**config.mk**
```make
export PLATFORM = sky130hd
export DESIGN_NAME = mack_decoder_v3
export DESIGN_NICKNAME = d
export VERILOG_FILES = /design/src/rtl/mack_decoder_v3.sv
export SDC_FILE = /design/constraint.sdc
export NUM_CORES = 1
export LEC_CHECK = 0
export CAP_MARGIN = 5
export CORE_MARGIN = 2
export CORE_UTILIZATION = 65
export CTS_BUF_LIST = sky130_fd_sc_hd__clkbuf_4 sky130_fd_sc_hd__clkbuf_8
export DETAILED_ROUTE_END_ITERATION = 6
export DONT_BUFFER_PORTS = 1
export PLACE_DENSITY = 0.81
export SLEW_MARGIN = 20
export SYNTH_ARGS = -nofsm -noshare
export SYNTH_HDL_FRONTEND = slang
export SYNTH_SLANG_ARGS = --single-unit
```
**constraint.sdc**
```tcl
create_clock -name clk_i -period 5.2 [get_ports clk_i]
set_clock_uncertainty 0.05 [all_clocks]
set_input_delay 1.3 -clock clk_i [delete_from_list [all_inputs] [get_ports clk_i]]
set_output_delay 1.3 -clock clk_i [all_outputs]
set_load 0.02 [all_outputs]
```
**src/rtl/mack_decoder_v3.sv**
```systemverilog
// Mackerel 68000 address decoder and bus-cycle controller: chip selects, ROM boot
// overlay, wait-state DTACK generation, MFP DTACK pass-through and BERR timeout.
module mack_decoder_v3 #(
    parameter int                       SEL_HI       = 21,
    parameter int                       SEL_LO       = 19,
    parameter logic [SEL_HI-SEL_LO:0]   ROM_SEL      = 3'b111,
    parameter logic [SEL_HI-SEL_LO:0]   MFP_SEL      = 3'b110,
    parameter logic [SEL_HI-SEL_LO:0]   RAM_SEL      = 3'b000,
    parameter int                       BOOT_CYCLES  = 8,
    parameter int                       ROM_WAIT     = 2,
    parameter int                       RAM_WAIT     = 0,
    parameter int                       BERR_TIMEOUT = 64
) (
    input  logic         clk_i,
    input  logic         rst_ni,
    input  logic [23:15] addr_i,
    input  logic         as_ni,
    input  logic         iack_ni,
    input  logic         dtack_ni,
    output logic         romen_no,
    output logic         ramen_no,
    output logic         mfpen_no,
    output logic         dtack_no,
    output logic         berr_no,
    output logic         boot_o
);

    localparam int          W        = SEL_HI - SEL_LO + 1;
    localparam logic [7:0]  BOOT_N   = 8'(BOOT_CYCLES);
    localparam logic [3:0]  ROM_W    = 4'(ROM_WAIT);
    localparam logic [3:0]  RAM_W    = 4'(RAM_WAIT);
    localparam logic [9:0]  TMO_LAST = 10'(BERR_TIMEOUT - 1);

    typedef enum logic [1:0] {
        S_IDLE,
        S_WAIT,
        S_ACK,
        S_FAULT
    } state_e;

    state_e      state_q, state_d;
    logic [3:0]  wcnt_q, wcnt_d;
    logic [9:0]  tcnt_q, tcnt_d;
    logic [7:0]  bcnt_q, bcnt_d;
    logic        boot_q, boot_d;
    logic        dtack_q, dtack_d;
    logic        berr_q, berr_d;
    logic        as_q;
    logic        din_q;

    logic [W-1:0] field;
    logic         strobe, iack_cyc;
    logic         rom_sel, ram_sel, mfp_sel, mem_sel;
    logic         as_rise;
    logic         ack_now;
    logic         unused_addr;

    // Only the select field of the address participates in decoding.
    assign unused_addr = ^addr_i;

    assign field    = addr_i[SEL_HI:SEL_LO];
    assign strobe   = ~as_ni;
    assign iack_cyc = ~iack_ni;

    // During the overlay every non-IACK access goes to ROM.
    assign rom_sel = strobe & ~iack_cyc & (~boot_q | (field == ROM_SEL));
    assign ram_sel = strobe & ~iack_cyc & boot_q & (field == RAM_SEL);
    assign mfp_sel = strobe & (iack_cyc | (boot_q & (field == MFP_SEL)));
    assign mem_sel = rom_sel | ram_sel;

    assign romen_no = ~rom_sel;
    assign ramen_no = ~ram_sel;
    assign mfpen_no = ~mfp_sel;
    assign dtack_no = dtack_q;
    assign berr_no  = berr_q;
    assign boot_o   = boot_q;

    assign as_rise = as_ni & ~as_q;

    // Boot overlay counter: one count per completed bus cycle.
    always_comb begin
        bcnt_d = bcnt_q;
        boot_d = boot_q;
        if (as_rise && !boot_q) begin
            bcnt_d = bcnt_q + 8'd1;
            if (bcnt_q + 8'd1 == BOOT_N) begin
                boot_d = 1'b1;
            end
        end
    end

    always_comb begin
        state_d = state_q;
        wcnt_d  = wcnt_q;
        tcnt_d  = tcnt_q;
        dtack_d = dtack_q;
        berr_d  = berr_q;
        ack_now = 1'b0;
        if (as_ni) begin
            // End of cycle, or an aborted one: release everything.
            state_d = S_IDLE;
            dtack_d = 1'b1;
            berr_d  = 1'b1;
        end else begin
            case (state_q)
                S_IDLE: begin
                    if (as_q) begin
                        state_d = S_WAIT;
                        tcnt_d  = '0;
                        if (rom_sel)      wcnt_d = ROM_W;
                        else if (ram_sel) wcnt_d = RAM_W;
                        else              wcnt_d = '0;
                    end
                end
                S_WAIT: begin
                    if (mem_sel)      ack_now = (wcnt_q == 4'd0);
                    else if (mfp_sel) ack_now = ~din_q;
                    tcnt_d = tcnt_q + 10'd1;
                    // An ack on the timeout edge takes priority over BERR.
                    if (ack_now) begin
                        state_d = S_ACK;
                        dtack_d = 1'b0;
                    end else if (tcnt_q == TMO_LAST) begin
                        state_d = S_FAULT;
                        berr_d  = 1'b0;
                    end else if (mem_sel) begin
                        wcnt_d = wcnt_q - 4'd1;
                    end
                end
                S_ACK, S_FAULT: begin
                    state_d = state_q;
                end
                default: begin
                    state_d = S_IDLE;
                end
            endcase
        end
    end

    always_ff @(posedge clk_i or negedge rst_ni) begin
        if (!rst_ni) begin
            state_q <= S_IDLE;
            wcnt_q  <= '0;
            tcnt_q  <= '0;
            bcnt_q  <= '0;
            boot_q  <= 1'b0;
            dtack_q <= 1'b1;
            berr_q  <= 1'b1;
            as_q    <= 1'b1;
            din_q   <= 1'b1;
        end else begin
            state_q <= state_d;
            wcnt_q  <= wcnt_d;
            tcnt_q  <= tcnt_d;
            bcnt_q  <= bcnt_d;
            boot_q  <= boot_d;
            dtack_q <= dtack_d;
            berr_q  <= berr_d;
            as_q    <= as_ni;
            din_q   <= dtack_ni;
        end
    end

endmodule

```
## Word level (Yosys, flattened, before mapping)

Cells that the tools add are included.

- Register bits: 29
- Bits of input ports: 14
- Output and inout bits: 6
- Logic and storage cells: 85

- Add/sub/neg operators: 3
- Eq/ne operators: 15
- Muxes and demuxes: 24
- Bitwise gates (word level): 18
- Reduce and logical (&&, ||, !) cells: 16

Operators by type and width:

| cell | number |
|---|---|
| 10-bit case mux with 2 select lines | 1 |
| 4-bit 2-to-1 mux | 4 |
| 2-bit inequality test (second input constant) | 6 |
| 1-bit 2-to-1 mux | 11 |
| 10-bit by 1-bit adder with 10-bit output (second input constant) | 1 |
| 10-bit by 6-bit equality test with 1-bit output (second input constant) | 1 |
| 10-bit 2-to-1 mux | 1 |
| 2-bit 2-to-1 mux | 5 |
| 3-bit AND reduction | 3 |
| 8-bit by 1-bit adder with 8-bit output (second input constant) | 1 |
| 8-bit by 4-bit equality test with 1-bit output (second input constant) | 1 |
| 1-bit NOT | 8 |
| 4-bit case mux with 2 select lines | 1 |
| 2-bit nonzero test | 4 |
| 1-bit AND | 7 |
| 3-bit equality test (second input constant) | 2 |
| 6-bit AND reduction | 1 |
| 2-bit equality test (second input constant) | 2 |
| 4-bit logical NOT | 1 |
| 4-bit inequality test (second input constant) | 1 |
| 2-bit case mux with 2 select lines | 1 |
| 2-bit AND reduction | 2 |
| 4-bit by 1-bit subtractor with 4-bit output (second input constant) | 1 |
| 3-bit logical NOT | 1 |
| 7 further kinds | 9 |

## Logic depth before layout (Yosys ltp)

Gate-level depths: netlist of run 1.

- Depth after elaboration: 11
- Depth in mapped cells: 7
- Depth with buffers taken out: 6

## Least setup slack after synthesis of run 1

Ideal clock, no wire load.

- Path type: input-to-output
- From: in as_ni
- To: out ramen_no
- Arrival time: 1.891 ns
- Data required time: 3.850 ns
- Path slack: 1.959 ns
- Stages: 3
- Path buffers: 1
- Cells stage by stage: buf_2 and2b_2 nand2_1

- Cells in the longest elaborated chain, start to end: 5

Ends and longest elaborated chain:

| element | RTL line | text |
|---|---|---|
| start: declaration | 17 | `input logic as_ni,` |
| 1-bit NOT (no source line) | n/a |  |
| 1-bit AND (3 in series) | 67 | `assign ram_sel = strobe & ~iack_cyc & boot_q & (field == RAM_SEL);` |
| 1-bit NOT | 72 | `assign ramen_no = ~ram_sel;` |
| end: declaration | 21 | `output logic ramen_no,` |

Every way passes these cells.

## Worst setup path after layout of run 1

- From: in addr_i[20] (netlist name)
- To: out ramen_no

- Cells in the longest elaborated chain, start to end: 3

Ends and longest elaborated chain:

| element | RTL line | text |
|---|---|---|
| start: declaration | 16 | `input logic [23:15] addr_i,` |
| 3-bit logical NOT | 67 |  |
| 1-bit AND | 67 |  |
| 1-bit NOT | 72 |  |

Every way passes these cells.

==> flow_summary.ini, run 1 <==
[outcome]
status = completed

[yosys]
synth_edf_count = 0
async_flop_share_pct = 100
yosys_register_bits = 29
yosysWarnings = 0
synth_nets = 173
synthFlopType = dfrtp_1
syn_area_per_cell_um2 = 10.5
synthCells = 154
yosysSeqAreaShare_pct = 45.1
syn-cell-area_mm2 = 0.00162
synth_cell_types = 47

[timing]
slew_headroom_pct = 69.0
tightestPinTransition_ps = 465
slew_viol_final = 0
setup_tns_ps = 0
fmax_ghz = 0.314
period_minus_slack_ps = 3190
layout_worst_path_cycle_share_pct = 61.3
hold_viol_final = 0
rsz0062_at_grt = false
hold_ws_ps = 445
setup_viol = 0

[clocking]
cts_resized = 0
cts_tree = done
post_cts_buffers = 0
cts-root-buf = clkbuf_4
cts.path.max_buffers = 2
ctsHoldBuffers = 0
clock_sinks = 29
cts_inserted_buffers = 5
clock_tree.htree_level_count = 2
clock_latency_ps = 330
cts.clk_slew.worst_paths_ps = 80

[placed_design]
gp_congestion = 0.835
hpwl_um = 2000
io_buffers = 0
dpl_cell_area_mm2 = 0.00164

[job]
drv_cap = 0

[setup_path]
startpoint_type = input port
r2r_end = wcnt_q[0]
path_cells = nor4b_1 > nand2_1
reg2reg_from = tcnt_q[0]
slowest_delay_ps = 320
critical_path_class = input port to output pin
required_ps = 3850
crit_fanout = 4
reg2reg_depth = 6
cp_data_arrival_time_ps = 1840
critPathTopFamily = simple AND/OR/NAND/NOR gates
worstSetupEndpointType = output pin
rrSetupSlack_ps = 3260
cpMaxStageDelayCell = nor4b_1
cp_num_buf_inv = 0

[routing]
antenna_left = 0
drtIter0Drc = 26
vias = 1182
top_layer_used = met4
drc = 0
met3_length_um = 89
wl_um = 2870
viasPerCell = 6.29
drt-met1-wl_um = 1290
drtPass1Iterations = 4
routed-wl-met2_um = 1430
wl_per_cell_um = 15.3

[global_routing]
antenna_found_initial = 0
grt_pass1_wl_um = 4970
gr-total-overflow = 0
grt_pass1_vias = 1123
grt_max_degree = 30
grt_usage_pct = 24.6

[final_layout]
fillers = 182
antennaDiodeCount = 0
ff_latch_area_um2 = 731
fin_nets = 176
area_growth_pct = 5.41
drive_above_1_share_pct = 15.8
multiInputGateArea_um2 = 850
final_area_mm2 = 0.00171

[die]
die_x_um = 53.9
num_rows = 18
core_area_mm2 = 0.00241
die_y_um = 53.9
ioPinCount = 20
initial_utilization_pct = 67.2
die_area_mm2 = 0.00291

[hold_path]
hp-class = flip-flop to flip-flop
hp-start = bcnt_q[7]
hold_depth = 1
holdPathEnd = bcnt_q[7]

[power_and_ir_drop]
leakage_nw = 0.724
powerDensity_mw_per_mm2 = 359
irDropWorstVdd_v = 0.000236
## placed cells by master, fill, tap and decap left out, types with 6 or more instances in the layout
master,Yosys,final
dfrtp_1,25,25
nand2_1,16,16
nor2_1,8,8
xnor2_1,8,8
a22o_1,7,7
a21o_1,6,6
nand4_1,6,6
nor3_1,6,6
## metrics by stage
step	utilization [%]	instances	total power, mW	worst slack (ps)
after floorplan	-	154	0.427	1960
after global placement	67.9	180	0.445	2080
after detailed placement	67.9	180	0.457	2000
after CTS	70.8	188	0.618	2000
after global routing	70.8	188	0.654	1960
final	70.8	188	0.613	2010
## report_power, final
part,total [mW],switching (mW),leakage [nW],internal [mW]
registers,0.326,0.0607,0.371,0.265
logic,0.128,0.0606,0.312,0.0676
clock network,0.158,0.0800,0.0413,0.0782
## per-layer routing
metal	up-vias	track usage, %
met3	8	6.39
met1	591	28.5
li1	567	-
met5	-	0
met2	16	40.7
met4	0	14.5
## sequential cells by signal, indices dropped and copies added (netlist names)
name	count
wcnt_q	4
bcnt_q	8
tcnt_q	10
boot_o	1
state_q	2
as_q	1
din_q	1
dtack_no	1
berr_no	1
## worst max path at each step
stage	from	end	slack [ps]	cells after the start
floorplan	as_ni	ramen_no	1960	3
global placement	addr_i[20]	ramen_no	2080	2
detailed placement	addr_i[20]	ramen_no	2000	2
CTS	addr_i[20]	ramen_no	2000	2
global route	addr_i[20]	ramen_no	1960	2
finish	addr_i[20]	ramen_no	2010	2
## kinds of logic (layout without fill, tap and decap cells)
group	count (synthesis)	count (layout)	synth area share [%]
buffers and inverters	9	13	2.40
muxes	4	4	2.70
xor gates and xnor gates	11	11	5.95
AOI/OAI and AO/OA	33	33	15.9
and+or+nand+nor	63	63	24.0
DFF	29	29	45.1
adders and majority gates	5	5	3.86
## synthesized netlist by cell type (3+ instances only)
cell      count  area share, %
a21o_1        6            2.8
a21oi_1       4            1.2
a22o_1        7            3.8
dfrtp_1      25             39
dfstp_2       4            6.5
ha_1          5            3.9
inv_1         5            1.2
mux2_2        3            2.1
nand2_1      16            3.7
nand2b_1      3            1.2
nand3_1       4            1.2
nand4_1       6            2.3
nor2_1        8            1.9
nor3_1        6            1.9
o21ai_0       5            1.5
or3_1         3            1.2
xnor2_1       8            4.3
xor2_1        3            1.6
## cell type report
class                   count  share of cell area [%]
flip-flops and latches     29                    42.8
well taps                  30                    2.20
inverters                   5                    1.10
clock buffers               7                    3.81
multi-input cells         116                    49.8
clock inverters             1                   0.293
Power figures use the tool's default switching activity.
==> run 2: changes to the inputs <==
CORE_UTILIZATION = 59   (was 65)
PLACE_DENSITY = 0.78   (was 0.81)
clock period = 2.7 ns   (was 5.2 ns; I/O delays follow)
==> flow_summary.ini, run 2 (synthesis gave the netlist of run 1 again) <==
[power_and_ir_drop]
irDropWorstVdd_v = 0.000483
powerDensity_mw_per_mm2 = 663
leakage_nw = 0.723

[final_layout]
final_cells = 189
antennaDiodeCount = 0
area_growth_pct = 5.72
fin_nets = 177
largest-register = tcnt_q
final_cell_mix = dfrtp_1, nand2_1, nor2_1, xnor2_1, a22o_1
mostFrequentLayoutCell = dfrtp_1
largestRegisters = tcnt_q: 10 flops, bcnt_q: 8 flops, wcnt_q: 4 flops
largest_register_ffs = 10
drive_above_1_share_pct = 16.4

[timing]
hold_ws_ps = 84.2
fmax_ghz = 0.469
slew_viol_final = 0
tightestPinTransition_ps = 513
setup_viol = 0
layout_worst_path_cycle_share_pct = 79.0
setup_tns_ps = 0
slew_headroom_pct = 65.8
rsz0062_at_grt = false
hold_viol_final = 0
setup_slack_ps = 566
period_minus_slack_ps = 2130

[clocking]
cts_resized = 0
cts.clk_slew.worst_paths_ps = 110
cts_inserted_buffers = 5
cts-root-buf = clkbuf_4
clock_sinks = 29
clock_tree.htree_level_count = 2
cts.path.max_buffers = 2
cts_tree = done
post_cts_buffers = 0
clock_latency_ps = 340

[setup_path]
worstSetupEndpointType = output pin
critical_path_class = flip-flop to output pin
cpMaxStageDelayCell = dfrtp_1
reg2reg_depth = 6
slowest_delay_ps = 590
required_ps = 1980
crit_fanout = 7
cp_data_arrival_time_ps = 1410
startpoint_type = flip-flop
path_cells = nor4b_1 > nand2_1

[job]
drv_cap = 0

[routing]
drtIter0Drc = 51
vias = 1171
drc = 0
wl_um = 2860
antenna_left = 0
drtPass1Iterations = 4
wl_per_cell_um = 15.1
viasPerCell = 6.20

[global_routing]
gr-total-overflow = 0
grt_pass1_vias = 1058
antenna_found_initial = 0
grt_usage_pct = 20.6
grt_max_degree = 26
grt_pass1_wl_um = 4970

[die]
die_area_mm2 = 0.00318
die_y_um = 56.4
die_x_um = 56.4
initial_utilization_pct = 63.6
num_rows = 18
core_area_mm2 = 0.00254
ioPinCount = 20

[placed_design]
io_buffers = 0
placedCellCount = 180
gp_congestion = 0.872
hpwl_um = 1880
place_ws_ps = 706

[hold_path]
hp-class = input port to asynchronous set/reset pin

[outcome]
status = completed
-- run 2: cell types whose count changed in the layout (fill, tap and decap cells not counted), sizes merged --
cell / change
buf: +1
clkbuf: -2
clkinvlp: +1
clkinv: +1
-- run 2: worst paths after layout --
check | slack (ps) | start | end
max reg2reg | 750 | tcnt_q[0] | wcnt_q[0]
min reg2reg | 470 | bcnt_q[5] | bcnt_q[5]
min | 80 | rst_ni | tcnt_q[9]
min in group clk_i | 270 | as_ni | as_q
max | 570 | boot_o | ramen_no
max in group asynchronous | 2360 | rst_ni | tcnt_q[4]
-- run 2: through the flow --
stage / area (um2) / util, % / total power [mW]
global route: 1710 / 67.3 / 1.21
finish: 1710 / 67.3 / 1.13
detailed placement: 1640 / 64.3 / 0.868
global placement: 1640 / 64.3 / 0.856
CTS: 1710 / 67.3 / 1.14
floorplan: 1620 / - / 0.823
-- run 2: what timing repair did --
action,4_1_cts,5_1_grt
hold endpoints to repair,25,0
hold buffers,1,0
endpoints found under the setup margin,0,0
-- run 2: power breakdown --
group / switching [mW] / total (mW) / internal (mW)
Sequential: 0.108 / 0.619 / 0.511
Combinational: 0.121 / 0.254 / 0.133
Clock: 0.164 / 0.262 / 0.0980
-- run 2: worst max-delay path: cells and delay by family (launching register included) --
| kind | cells | cell delay, ps |
|---|---|---|
| AND/OR/NAND/NOR | 2 | 480 |
| flip-flops | 1 | 590 |
-- run 2: layout make-up --
type | count | area (um2)
Sequential cell | 29 | 731
Fill cell | 191 | 833
Multi-Input combinational cell | 116 | 850
Inverter | 5 | 18.8
Clock inverter | 3 | 17.5
Clock buffer | 5 | 37.5
Tap cell | 30 | 37.5
Timing Repair Buffer | 1 | 20.0
-- run 2: routing by layer --
layer / track usage (%) / part of all wire [%] / up-vias / wire (um)
met5: 0 / 0 / - / 0
li1: - / - / 574 / -
met1: 28.2 / 47 / 564 / 1360
met2: 29.6 / 46 / 28 / 1300
met3: 8.29 / 5.5 / 5 / 158
met4: 7.14 / 1.5 / 0 / 42
==> edit: new RTL, settings of run 2 <==
Re-encode `state_e` (4 states) as one-hot, 4 bits wide.
--- a/src/rtl/mack_decoder_v3.sv
+++ b/src/rtl/mack_decoder_v3.sv
@@ -32,9 +32,9 @@
     localparam logic [9:0]  TMO_LAST = 10'(BERR_TIMEOUT - 1);
 
-    typedef enum logic [1:0] {
-        S_IDLE,
-        S_WAIT,
-        S_ACK,
-        S_FAULT
+    typedef enum logic [3:0] {
+        S_IDLE  = 4'b0001,
+        S_WAIT  = 4'b0010,
+        S_ACK   = 4'b0100,
+        S_FAULT = 4'b1000
     } state_e;
 
Behaviour: same outputs for any inputs over 10 cycles, from zero or initial values and one cycle with rst_ni low; not proved beyond that.
==> edit against run 2 <==
Maximum frequency shrank 0.11%; critical path depth grew 1; wire length grew 15%; global-route usage grew 2.5 points; sequential cell count grew 2; synthesized area grew 6.6%; critical endpoint unchanged; highest routed layer unchanged; hold slack gained 14 ps; final cell count grew 9.5%; worst setup slack lost 2.4 ps; final area grew 5.4%; sequential share of layout area grew 0.65 points.
Power is not compared: it rests on default switching activity, and its combinational part moved more than twofold at a synthesized area within 25%.
==> edit: results (changes against run 2) <==
\begin{tabular}{lr}
\hline
Metric & Value \\
\hline
\multicolumn{2}{l}{\textbf{Global routing}} \\
\quad Antenna violations before repair & 0 (unchanged) \\
\quad Vias in the first global route & 1,302 (+23\%) \\
\quad Gr usage total & 23.15\% (+2.5 points) \\
\quad Pin count of the biggest net entering global routing & 27 (+3.8\%) \\
\quad First-pass GRT wire length & 5844 um (+18\%) \\
\multicolumn{2}{l}{\textbf{Clocking}} \\
\quad Total of hold buffers inserted after clock tree synthesis & 1 (unchanged) \\
\quad Clock Pin Slew Worst Setup and Hold Paths & 90 ps (-20 ps) \\
\quad Post-cts sizing count & 0 (unchanged) \\
\multicolumn{2}{l}{\textbf{Placement}} \\
\quad Placed Instance Area & 0.001724 mm2 (+5.4\%) \\
\quad Dpl hpwl & 2388 um (+27\%) \\
\quad Final RePlAce weighted congestion & 0.8102 (-7.1\%) \\
\quad Cell count after placement & 198 (+10\%) \\
\quad DP Worst Slack & 507.8 ps (-197.8 ps) \\
\multicolumn{2}{l}{\textbf{Die}} \\
\quad Die footprint & 0.003373 mm2 (+6.1\%) \\
\multicolumn{2}{l}{\textbf{Layout}} \\
\quad Proportion of layout cells with a drive suffix above 1 & 14.77\% (-1.6 points) \\
\quad Area Growth Syn to Fin & 4.568\% \\
\quad \# fillers & 245 (+28\%) \\
\quad Net count, final & 193 (+9.0\%) \\
\quad Largest registers ranked by flip-flop count & tcnt\_q (10), bcnt\_q (8) \\
\multicolumn{2}{l}{\textbf{Logic synthesis}} \\
\quad Cell count after synthesis & 173 (+12\%) \\
\quad Nets in the synthesized netlist & 191 (+10\%) \\
\quad Dominant cells by area after synthesis & dfrtp\_1 (38\%), dfstp\_2 (7.6\%), xnor2\_1 (4.1\%) \\
\quad Post-synth top cells & dfrtp\_1 (26), nand2\_1 (12), nand3\_1 (12), a21oi\_1 (10), nor2\_1 (9) \\
\quad Syn. warnings & 0 (unchanged) \\
\quad Portion of the post-synthesis area used by sequential elements & 45.32\% (+0.19 points) \\
\quad Post-synthesis cell type count & 53 (+13\%) \\
\multicolumn{2}{l}{\textbf{Setup path}} \\
\quad Source of the worst register-to-register timing path & state\_q[2] \\
\quad Flop-to-flop setup slack & 690 ps (-60 ps) \\
\quad Crit path from & boot\_o \\
\quad Worst reg-to-reg path cell count & 4 (-2) \\
\quad Worst Path Max Fanout & 8 (+1) \\
\quad Destination of the worst register-to-register timing path & tcnt\_q[9] \\
\multicolumn{2}{l}{\textbf{STA}} \\
\quad Worst slew margin & 63.61\% (-2.2 points) \\
\quad Worst setup margin & 563.4 ps (-2.398 ps) \\
\quad Worst hold margin & 97.73 ps (+13.54 ps) \\
\multicolumn{2}{l}{\textbf{Routing}} \\
\quad Starting DRT DRC Count & 101 (+98\%) \\
\quad DRT Wirelength & 3289 um (+15\%) \\
\quad Number of vias per cell & 6.348 (+2.5\%) \\
\quad Number of optimization iterations in the first detailed-route pass & 5 (+1) \\
\quad WL/cell & 15.89 um (+5.0\%) \\
\multicolumn{2}{l}{\textbf{Outcome}} \\
\quad Status & finished, final reports clean \\
\hline
\end{tabular}
-- edit: changes by cell type in the layout (fill, tap and decap cells not counted), sizes merged, moves of 3 or more --
cell | before | now
or4 | 1 | 5
nand2 | 16 | 12
a21oi | 4 | 10
a22o | 7 | 1
clkbuf | 5 | 8
o31ai | 0 | 3
o211ai | 0 | 4
nand4 | 6 | 3
nand3 | 5 | 12
-- edit: area by class of cell --
type | count | area share, %
Multi-Input combinational cell | 130 | 48.82
Sequential cell | 31 | 43.34
Clock buffer | 8 | 3.329
Tap cell | 31 | 2.150
Inverter | 6 | 1.248
Timing Repair Buffer | 1 | 1.110
-- edit: cells by family (layout without fill, tap and decap cells) --
family          after synthesis  after routing  share of synthesized area (%)
simple gates                 69             69                          23.28
mux                           2              2                          1.233
xor+xnor                     11             11                          5.584
fa+ha+maj                     4              4                          2.901
compound gates               44             44                          18.06
buf+inv                      12             15                          3.626
flops                        31             31                          45.32
-- edit: worst min path at each step --
stage | from | to
after floorplan | rst_ni | bcnt_q[0]
after global placement | rst_ni | tcnt_q[5]
after detailed placement | rst_ni | tcnt_q[5]
after CTS | rst_ni | tcnt_q[9]
after global routing | rst_ni | tcnt_q[8]
final | rst_ni | tcnt_q[9]
-- edit: routing by layer --
layer	part of all wire, %	vias up	global-route usage, %	wire [um]
met5	0	-	0	0
met4	0.97	0	8.306	32
met3	4.3	4	7.143	140
met2	48	27	37.18	1584
met1	47	628	29.61	1531
li1	-	655	-	-
-- edit: power groups by stage --
stage          Sequential, mW  Clock [mW]  Combinational, mW
2_1_floorplan           0.509           0             0.0858
3_3_place_gp            0.512           0             0.0953
3_5_place_dp            0.514           0             0.0984
4_1_cts                 0.505       0.292              0.110
5_1_grt                 0.509       0.314              0.125
6_report                0.506       0.281              0.110
